## src/rtl/stream_demux_pkg.sv

```systemverilog
// Shared types, default parameters and the one-hot decode helper for stream_demux.
// Decoder vectors are sized for the largest channel count; callers cast down to N_OUT.
package stream_demux_pkg;

   localparam int DATA_W_DEF = 8;
   localparam int N_OUT_DEF  = 8;
   localparam int CNT_W_DEF  = 16;
   localparam int N_OUT_MAX  = 256;

   typedef enum logic {
      ST_EMPTY = 1'b0,
      ST_FULL  = 1'b1
   } demux_state_t;

   // Selects at or beyond n decode to all-zeros, so no output is ever flagged for them.
   function automatic logic [N_OUT_MAX-1:0] onehot_dec(input logic [7:0] sel, input int n);
      logic [N_OUT_MAX-1:0] v;
      v = '0;
      if (int'(sel) < n) begin
         v[sel] = 1'b1;
      end
      return v;
   endfunction

endpackage

```

## src/rtl/sat_counter.sv

```systemverilog
// Saturating up-counter: advances on inc, sticks at all-ones, clears on synchronous rst.
module sat_counter #(
   parameter int W = 16
) (
   input  logic         clk,
   input  logic         rst,
   input  logic         inc,
   output logic [W-1:0] q
);

   logic [W-1:0] r_cnt;

   always_ff @(posedge clk) begin
      if (rst) begin
         r_cnt <= '0;
      end else if (inc && (r_cnt != {W{1'b1}})) begin
         r_cnt <= r_cnt + W'(1);
      end
   end

   assign q = r_cnt;

endmodule

```

## src/rtl/stream_demux.sv

```systemverilog
// 1:N valid/ready stream demultiplexer with a one-entry registered output buffer.
// Define STREAM_DEMUX_STATS_EN to add per-channel pop counters and a drop counter.
module stream_demux
   import stream_demux_pkg::*;
#(
   parameter int DATA_W = DATA_W_DEF,
   parameter int N_OUT  = N_OUT_DEF,
   parameter int SEL_W  = $clog2(N_OUT),
   parameter int CNT_W  = CNT_W_DEF
) (
   input  logic                   clk,
   input  logic                   rst,
   input  logic                   in_valid,
   output logic                   in_ready,
   input  logic [SEL_W-1:0]       in_sel,
   input  logic [DATA_W-1:0]      in_data,
   output logic [N_OUT-1:0]       out_valid,
   input  logic [N_OUT-1:0]       out_ready,
   output logic [DATA_W-1:0]      out_data,
`ifdef STREAM_DEMUX_STATS_EN
   output logic [N_OUT*CNT_W-1:0] stat_cnt,
   output logic [CNT_W-1:0]       drop_cnt,
`endif
   output logic                   drop
);

   demux_state_t      r_state;
   demux_state_t      w_state_next;
   logic [SEL_W-1:0]  r_sel;
   logic [SEL_W-1:0]  w_sel_next;
   logic [DATA_W-1:0] r_data;
   logic [DATA_W-1:0] w_data_next;
   logic              r_drop;
   logic              w_drop_next;

   logic              w_full;
   logic              w_pop;
   logic              w_acc;
   logic              w_in_range;

   assign w_full     = (r_state == ST_FULL);
   // Only the ready of the channel currently holding the word matters.
   assign w_pop      = w_full & out_ready[r_sel];
   assign in_ready   = ~w_full | w_pop;
   assign w_acc      = in_valid & in_ready;
   assign w_in_range = (32'(in_sel) < 32'(N_OUT));

   always_ff @(posedge clk) begin
      if (rst) begin
         r_state <= ST_EMPTY;
         r_sel   <= '0;
         r_data  <= '0;
         r_drop  <= 1'b0;
      end else begin
         r_state <= w_state_next;
         r_sel   <= w_sel_next;
         r_data  <= w_data_next;
         r_drop  <= w_drop_next;
      end
   end

   // Gating on w_acc first keeps X on in_sel/in_data out of state while in_valid is low.
   always_comb begin
      w_state_next = r_state;
      w_sel_next   = r_sel;
      w_data_next  = r_data;
      w_drop_next  = 1'b0;
      if (w_acc && w_in_range) begin
         w_state_next = ST_FULL;
         w_sel_next   = in_sel;
         w_data_next  = in_data;
      end else begin
         if (w_pop) begin
            w_state_next = ST_EMPTY;
         end
         if (w_acc) begin
            w_drop_next = 1'b1;
         end
      end
   end

   assign out_valid = w_full ? N_OUT'(onehot_dec(8'(r_sel), N_OUT)) : '0;
   assign out_data  = r_data;
   assign drop      = r_drop;

`ifdef STREAM_DEMUX_STATS_EN
   generate
      for (genvar gi = 0; gi < N_OUT; gi++) begin : g_stat
         sat_counter #(.W(CNT_W)) u_stat (
            .clk (clk),
            .rst (rst),
            .inc (w_pop & (r_sel == SEL_W'(gi))),
            .q   (stat_cnt[gi*CNT_W +: CNT_W])
         );
      end
   endgenerate

   sat_counter #(.W(CNT_W)) u_drop_cnt (
      .clk (clk),
      .rst (rst),
      .inc (w_acc & ~w_in_range),
      .q   (drop_cnt)
   );
`endif

endmodule
```

## config.mk

```make
export PLATFORM = sky130hd
export DESIGN_NAME = stream_demux
export DESIGN_NICKNAME = d
export VERILOG_FILES = /design/src/rtl/stream_demux_pkg.sv /design/src/rtl/sat_counter.sv /design/src/rtl/stream_demux.sv
export SDC_FILE = /design/constraint.sdc
export NUM_CORES = 1
export LEC_CHECK = 0
export CORE_MARGIN = 2
export CORE_UTILIZATION = 43
export DETAILED_ROUTE_END_ITERATION = 8
export GPL_ROUTABILITY_DRIVEN = 0
export GPL_TIMING_DRIVEN = 0
export PLACE_DENSITY = 0.84
export SYNTH_ARGS = -nofsm -noshare
export SYNTH_HDL_FRONTEND = slang
export SYNTH_SLANG_ARGS = --single-unit
```

## constraint.sdc

```tcl
create_clock -name clk -period 5.27 [get_ports clk]
set_clock_uncertainty 0.05 [all_clocks]
set_input_delay 1.054 -clock clk [delete_from_list [all_inputs] [get_ports clk]]
set_output_delay 1.054 -clock clk [all_outputs]
set_load 0.01 [all_outputs]
```

Yosys cells after proc, flatten, opt, wreduce, memory -nomap -nowiden. Index checks and enable logic that the tools add are counted.

Register bits after elaboration: 12. Bits of input ports: 22. Output and inout bits: 18.

Order comparisons: 3. Muxes and demuxes: 7. Bitwise operators: 4. Reductions and logical operators: 2.

Operators by type and width (count): 3-bit by 9-bit < comparator with 1-bit output (second input constant) (1); 8-bit two-way mux (1); 3-bit by 4-bit < comparator with 1-bit output (second input constant) (1); 1-bit two-way mux (4); 1-bit binary-select mux with 3-bit select (1); 1-bit demux with 3-bit select (1); 3-bit by 1-bit >= comparator with 1-bit output (second input constant) (1); 1-bit AND (2); 2-bit nonzero test (1); 1-bit logical AND (1); 1-bit NOT (1); 1-bit OR (1).

Longest topological paths before layout. Gate-level depths: netlist of the first run.

Word-level depth: 6. Gate-level depth with buffers: 6. Mapped depth without buffers: 4.

Worst setup path after synthesis of the first run. No wires, ideal clock.

Kind: input-to-output. Start point: input port out_ready[7]. End point: output port in_ready. Data arrival time: 1.933 ns. Required time: 4.166 ns. Path slack: 2.233 ns. Cell stages on the path: 3. Cells stage by stage: mux4_2 and2_4 or2_1.

Cells in the longest elaborated chain, start to end: 4.

RTL lines: start: declaration (RTL line stream_demux.sv:18) `input logic [N_OUT-1:0] out_ready,`; 1-bit binary-select mux with 3-bit select (RTL line stream_demux.sv:43) `assign w_pop = w_full & out_ready[r_sel];`; 1-bit two-way mux (implied by the code) (RTL line stream_demux.sv:43); 1-bit AND (RTL line stream_demux.sv:43); 1-bit OR (RTL line stream_demux.sv:44) `assign in_ready = ~w_full | w_pop;`; end: declaration (RTL line stream_demux.sv:14) `output logic in_ready,`.

Every way passes these cells. The select of a mux whose other input is x is not followed.

Worst setup path in the final report of the first run. Same ends and word-level chain as after synthesis.

==> results of run 1 <==
==> layout by cell type (no fill, tap or decap), drive strengths merged, types with 4 or more instances in the layout <==
master	count
nand2	23
nand2b	4
buf	5
a32oi	10
clkbuf	10
nor2	6
and3	10
o311ai	11
dfxtp	12
clkdlybuf4s50	38
==> registers in the layout (all words and copies together), names as in the netlist <==
name,cells
r_state,1
r_sel,3
out_data,8
==> metrics by stage <==
stage          std cells  hold slack [ns]  total power [mW]  setup WS (ns)
6_report             169            0.449             0.256           1.33
3_5_place_dp         166            0.441             0.198           1.34
5_1_grt              169            0.480             0.267           1.30
4_1_cts              169            0.457             0.254           1.34
2_1_floorplan        103            0.464             0.155           2.23
3_3_place_gp         166            0.433             0.195           1.35
==> final cells by class <==
cell class | instances | area share
buffer | 12 | 0.0603
multi-input combinational | 77 | 0.401
timing repair buffer | 38 | 0.301
clock buffer | 3 | 0.0178
tap | 25 | 0.0247
inverter | 2 | 0.00593
sequential | 12 | 0.190
==> power breakdown <==
group	switching [mW]	total, mW	internal, mW	leakage [nW]
clock network	0.0334	0.0600	0.0266	0.0138
logic	0.0418	0.0905	0.0488	0.350
registers	0.00644	0.106	0.0993	0.0991
==> critical path: stages <==
cell	delay [ns]
clkdlybuf4s50_1	0.39
mux4_2	0.50
and2_4	0.19
or2_1	0.21
clkdlybuf4s50_1	0.48
==> worst paths after layout <==
| kind | end | depth (start not counted) | from | slack [ns] |
|---|---|---|---|---|
| setup reg to reg | r_sel[1]$_SDFFE_PP0P_ | 6 | r_sel[0]$_SDFFE_PP0P_ | 3.44 |
| hold / removal | out_data[3]$_SDFFE_PP0P_ | 2 | out_data[3]$_SDFFE_PP0P_ | 0.45 |
| hold reg to reg | out_data[3]$_SDFFE_PP0P_ | 2 | out_data[3]$_SDFFE_PP0P_ | 0.45 |
| setup / recovery | in_ready | 5 | out_ready[7] | 1.33 |
==> per-layer routing <==
layer / track usage / part of all wire
met5: 0 / 0
met4: 0.108 / 0.016
met3: 0.0340 / 0.063
met2: 0.427 / 0.51
met1: 0.275 / 0.41
==> kinds of logic after synthesis <==
group / synth area share
simple gates: 0.282
buf+inv: 0.101
other cells: 0.00451
compound gates: 0.273
mux: 0.0512
flops: 0.289
==> flow_metrics.env, run 1 <==
export IMPL_cts_buffers=3
export IMPL_outcome="finished clean"
export IMPL_fin_setup_tns_ns=0
export IMPL_mappedNetlistArea_um2=831
export IMPL_initial_core_util=0.471
export IMPL_hold_path_class="reg -> reg"
export IMPL_n_fill_cell=154
export IMPL_async_flop_share=0
export IMPL_grt_pass1_wl_mm=3.83
export IMPL_ant_nets=0
export IMPL_synth_top_cell_area_share=0.289
export IMPL_max_freq_mhz=254
export IMPL_synth_commonest_cells="nand2_1 (23), dfxtp_1 (12), and3_1 (10), a32oi_1 (9), o311ai_1 (9)"
export IMPL_synth_flop_cell="dfxtp_1"
export IMPL_slew_violations=0
export IMPL_syn2layout_area_growth_pct=52.3
export IMPL_setup_viol=0
export IMPL_maxCapViolCount=0
export IMPL_coreArea_um2=1760
export IMPL_wl_mm=2.49
export IMPL_initialDrtViolationCount=24
export IMPL_synthCells=103
export IMPL_wl_per_cell_um=14.7
export IMPL_yosysUniqueCellTypes=27
export IMPL_clk_pin_slew_worst_paths_ns=0.08
export IMPL_vias_per_cell=5.85
export IMPL_drive_gt1_frac=0.104
export IMPL_seqCellArea_um2=240
export IMPL_htreeDepth=1
export IMPL_synth_top_area_cell="dfxtp_1"
export IMPL_insertion_delay_ns=0.28
export IMPL_cts_hold_buf=0
export IMPL_fin_nets=168
export IMPL_vias=989
export IMPL_fp_dieH_um=48.0
export IMPL_synth_edff_count=0
export IMPL_hold_viol=0
export IMPL_fin_util=0.717
export IMPL_relSlewSlack=0.665
export IMPL_postCtsSetupRepairBufs=0
export IMPL_tritoncts="yes"
export IMPL_grt_max_degree=11
export IMPL_n_antenna_cell=0
export IMPL_ys_ff_latch=12
export IMPL_worst_ep_required_time_ns=4.17
export IMPL_power_density_nw_per_um2=203
export IMPL_ys_seq_area_frac=0.289
export IMPL_rsz0062_at_grt="no"
export IMPL_drc_errors=0
export IMPL_cts_buffer_depth=2
export IMPL_grt_overflow_total=0
export IMPL_synthesis_nets=125
export IMPL_antenna_found_initial=0
export IMPL_row_count=15
export IMPL_p_leak_nw=0.463
export IMPL_ys_warn_count=0
export IMPL_grt_pass1_vias=909
export IMPL_dp_hpwl_mm=1.80
export IMPL_multi_input_area_um2=507
export IMPL_track_usage=0.238
export IMPL_cts_resized=0
export IMPL_syn_avg_cell_area_um2=8.07
export IMPL_ios=40
export IMPL_dieArea_um2=2300
export IMPL_post_route_period_util=0.747
export IMPL_cts_root_buf="clkbuf_4"
export IMPL_synth_area_leaders="dfxtp_1 (29%), nand2_1 (10%), a32oi_1 (9.5%)"
export IMPL_vdd_drop_max_mv=0.130
export IMPL_placed_area_um2=1240
export IMPL_dr_pass1_iters=4
export IMPL_clock_sinks=12
export IMPL_period_needed_ns=3.94
export IMPL_critPathLaunchType="primary input"
export IMPL_die_x_um=48.0
export IMPL_cp_end_kind="output port"
export IMPL_crit_arrival_ns=2.83
export IMPL_finalInstanceArea_um2=1260
export IMPL_port_buffers=38
export IMPL_criticalPathCategory="in -> out"
export IMPL_crit_path_max_fanout=3
export IMPL_tightest_slew_ns=0.502
export IMPL_synth_most_common_cell="nand2_1"
No activity file was read; power rests on OpenSTA's default activity.
==> inputs of run 2 (changes only) <==
Settings changed: CORE_UTILIZATION 43 to 36, PLACE_DENSITY 0.84 to 0.75.
Clock period 5.27 ns to 3.55 ns, I/O delays scaled along.
==> flow_metrics.env, run 2 (synthesized netlist as in run 1, its figures left out) <==
export IMPL_setup_viol=0
export IMPL_crit_slowest_cell="mux4_2"
export IMPL_crit_end="in_ready"
export IMPL_p_leak_nw=0.470
export IMPL_drive_gt1_frac=0.110
export IMPL_drc_errors=0
export IMPL_largest_reg_flops=8
export IMPL_fin_nets=168
export IMPL_cts_root_buf="clkbuf_4"
export IMPL_period_needed_ns=3.27
export IMPL_mostFrequentLayoutCell="clkdlybuf4s50_1"
export IMPL_critPathLaunchType="primary input"
export IMPL_criticalPathCategory="in -> out"
export IMPL_row_count=17
export IMPL_die_x_um=52.0
export IMPL_cts_buffer_depth=2
export IMPL_fin_util=0.585
export IMPL_tightest_slew_ns=0.522
export IMPL_post_route_period_util=0.922
export IMPL_dr_pass1_iters=4
export IMPL_slew_violations=0
export IMPL_dieArea_um2=2710
export IMPL_crit_buf_inv=2
export IMPL_critPathLaunch="out_ready[7]"
export IMPL_fin_setup_tns_ns=0
export IMPL_antenna_found_initial=0
export IMPL_path_depth=5
export IMPL_slowest_delay_ns=0.50
export IMPL_path_common_cell="clkdlybuf4s50_1"
export IMPL_cts_buffers=3
export IMPL_fp_dieH_um=52.0
export IMPL_vdd_drop_max_mv=0.225
export IMPL_dp_hpwl_mm=1.72
export IMPL_relSlewSlack=0.652
export IMPL_rsz0062_at_grt="no"
export IMPL_wl_per_cell_um=14.0
export IMPL_layout_common_cells="clkdlybuf4s50_1 (38), nand2_1 (23), dfxtp_1 (12)"
export IMPL_track_usage=0.192
export IMPL_clk_pin_slew_worst_paths_ns=0.08
export IMPL_cp_end_kind="output port"
export IMPL_port_buffers=38
export IMPL_crit_arrival_ns=2.51
export IMPL_clock_sinks=12
export IMPL_reg2reg_from="r_sel[0]$_SDFFE_PP0P_"
export IMPL_ios=40
export IMPL_initialDrtViolationCount=25
export IMPL_crit_chain="clkdlybuf4s50_1 -> mux4_2 -> and2_4 -> or2_1 -> clkdlybuf4s50_1"
export IMPL_htreeDepth=1
export IMPL_initial_core_util=0.379
export IMPL_crit_path_max_fanout=3
export IMPL_outcome="finished clean"
export IMPL_worst_ep_required_time_ns=2.79
export IMPL_grt_max_degree=11
export IMPL_coreArea_um2=2190
export IMPL_grt_overflow_total=0
export IMPL_maxCapViolCount=0
export IMPL_power_density_nw_per_um2=317
export IMPL_max_freq_mhz=306
export IMPL_cts_resized=0
export IMPL_hold_viol=0
export IMPL_postCtsSetupRepairBufs=0
export IMPL_worst_r2r_endpoint="out_data[2]$_SDFFE_PP0P_"
export IMPL_tritoncts="yes"
export IMPL_rr_worst_depth=6
export IMPL_vias=954
export IMPL_hold_path_class="reg -> reg"
export IMPL_syn2layout_area_growth_pct=54.4
export IMPL_grt_pass1_vias=898
export IMPL_insertion_delay_ns=0.28
export IMPL_cts_hold_buf=0
export IMPL_critPathTopFamily="buffers and inverters"
export IMPL_ant_nets=0
export IMPL_n_antenna_cell=0
export IMPL_grt_pass1_wl_mm=3.97
export IMPL_wl_mm=2.43
export IMPL_rrSetupSlack_ns=1.74
export IMPL_vias_per_cell=5.51
[run 2: cell type report]
cell class | count | area (um^2)
inverters | 2 | 7.51
flip-flops and latches | 12 | 240
well taps | 28 | 35.0
clock buffers | 4 | 36.3
repair buffers | 38 | 380
plain buffers | 12 | 76.3
multi-input cells | 77 | 507
fillers | 213 | 908
[run 2: worst min-delay path by stage]
stage / start / end / depth (start not counted)
after floorplan: out_data[0]$_SDFFE_PP0P_ / out_data[0]$_SDFFE_PP0P_ / 2
after global placement: out_data[1]$_SDFFE_PP0P_ / out_data[1]$_SDFFE_PP0P_ / 2
after detailed placement: out_data[0]$_SDFFE_PP0P_ / out_data[0]$_SDFFE_PP0P_ / 2
after CTS: out_data[6]$_SDFFE_PP0P_ / out_data[6]$_SDFFE_PP0P_ / 2
after global routing: out_data[0]$_SDFFE_PP0P_ / out_data[0]$_SDFFE_PP0P_ / 2
final: out_data[0]$_SDFFE_PP0P_ / out_data[0]$_SDFFE_PP0P_ / 2
[run 2: power by group]
| group | internal (mW) | switching (mW) |
|---|---|---|
| Combinational | 0.0724 | 0.0609 |
| Clock | 0.0625 | 0.0544 |
| Sequential | 0.147 | 0.00946 |
| Total | 0.282 | 0.125 |
[run 2: through the flow]
stage | setup slack (ns) | instance area (um^2) | total power [mW] | instances | hold slack (ns)
3_5_place_dp | 0.282 | 1250 | 0.292 | 169 | 0.443
2_1_floorplan | 1.20 | 831 | 0.230 | 103 | 0.464
3_3_place_gp | 0.310 | 1250 | 0.290 | 169 | 0.434
6_report | 0.278 | 1280 | 0.407 | 173 | 0.457
5_1_grt | 0.229 | 1280 | 0.428 | 173 | 0.480
4_1_cts | 0.275 | 1280 | 0.405 | 173 | 0.459
[run 2: worst min-delay path: stages (launching register included)]
cell	delay, ns
dfxtp_1	0.33
nand2_1	0.06
o311ai_1	0.07
[run 2: layer usage]
layer / wire (um) / track usage
met3: 154 / 0.0374
met5: 0 / 0
met2: 1050 / 0.338
met4: 27 / 0.0658
met1: 1200 / 0.230
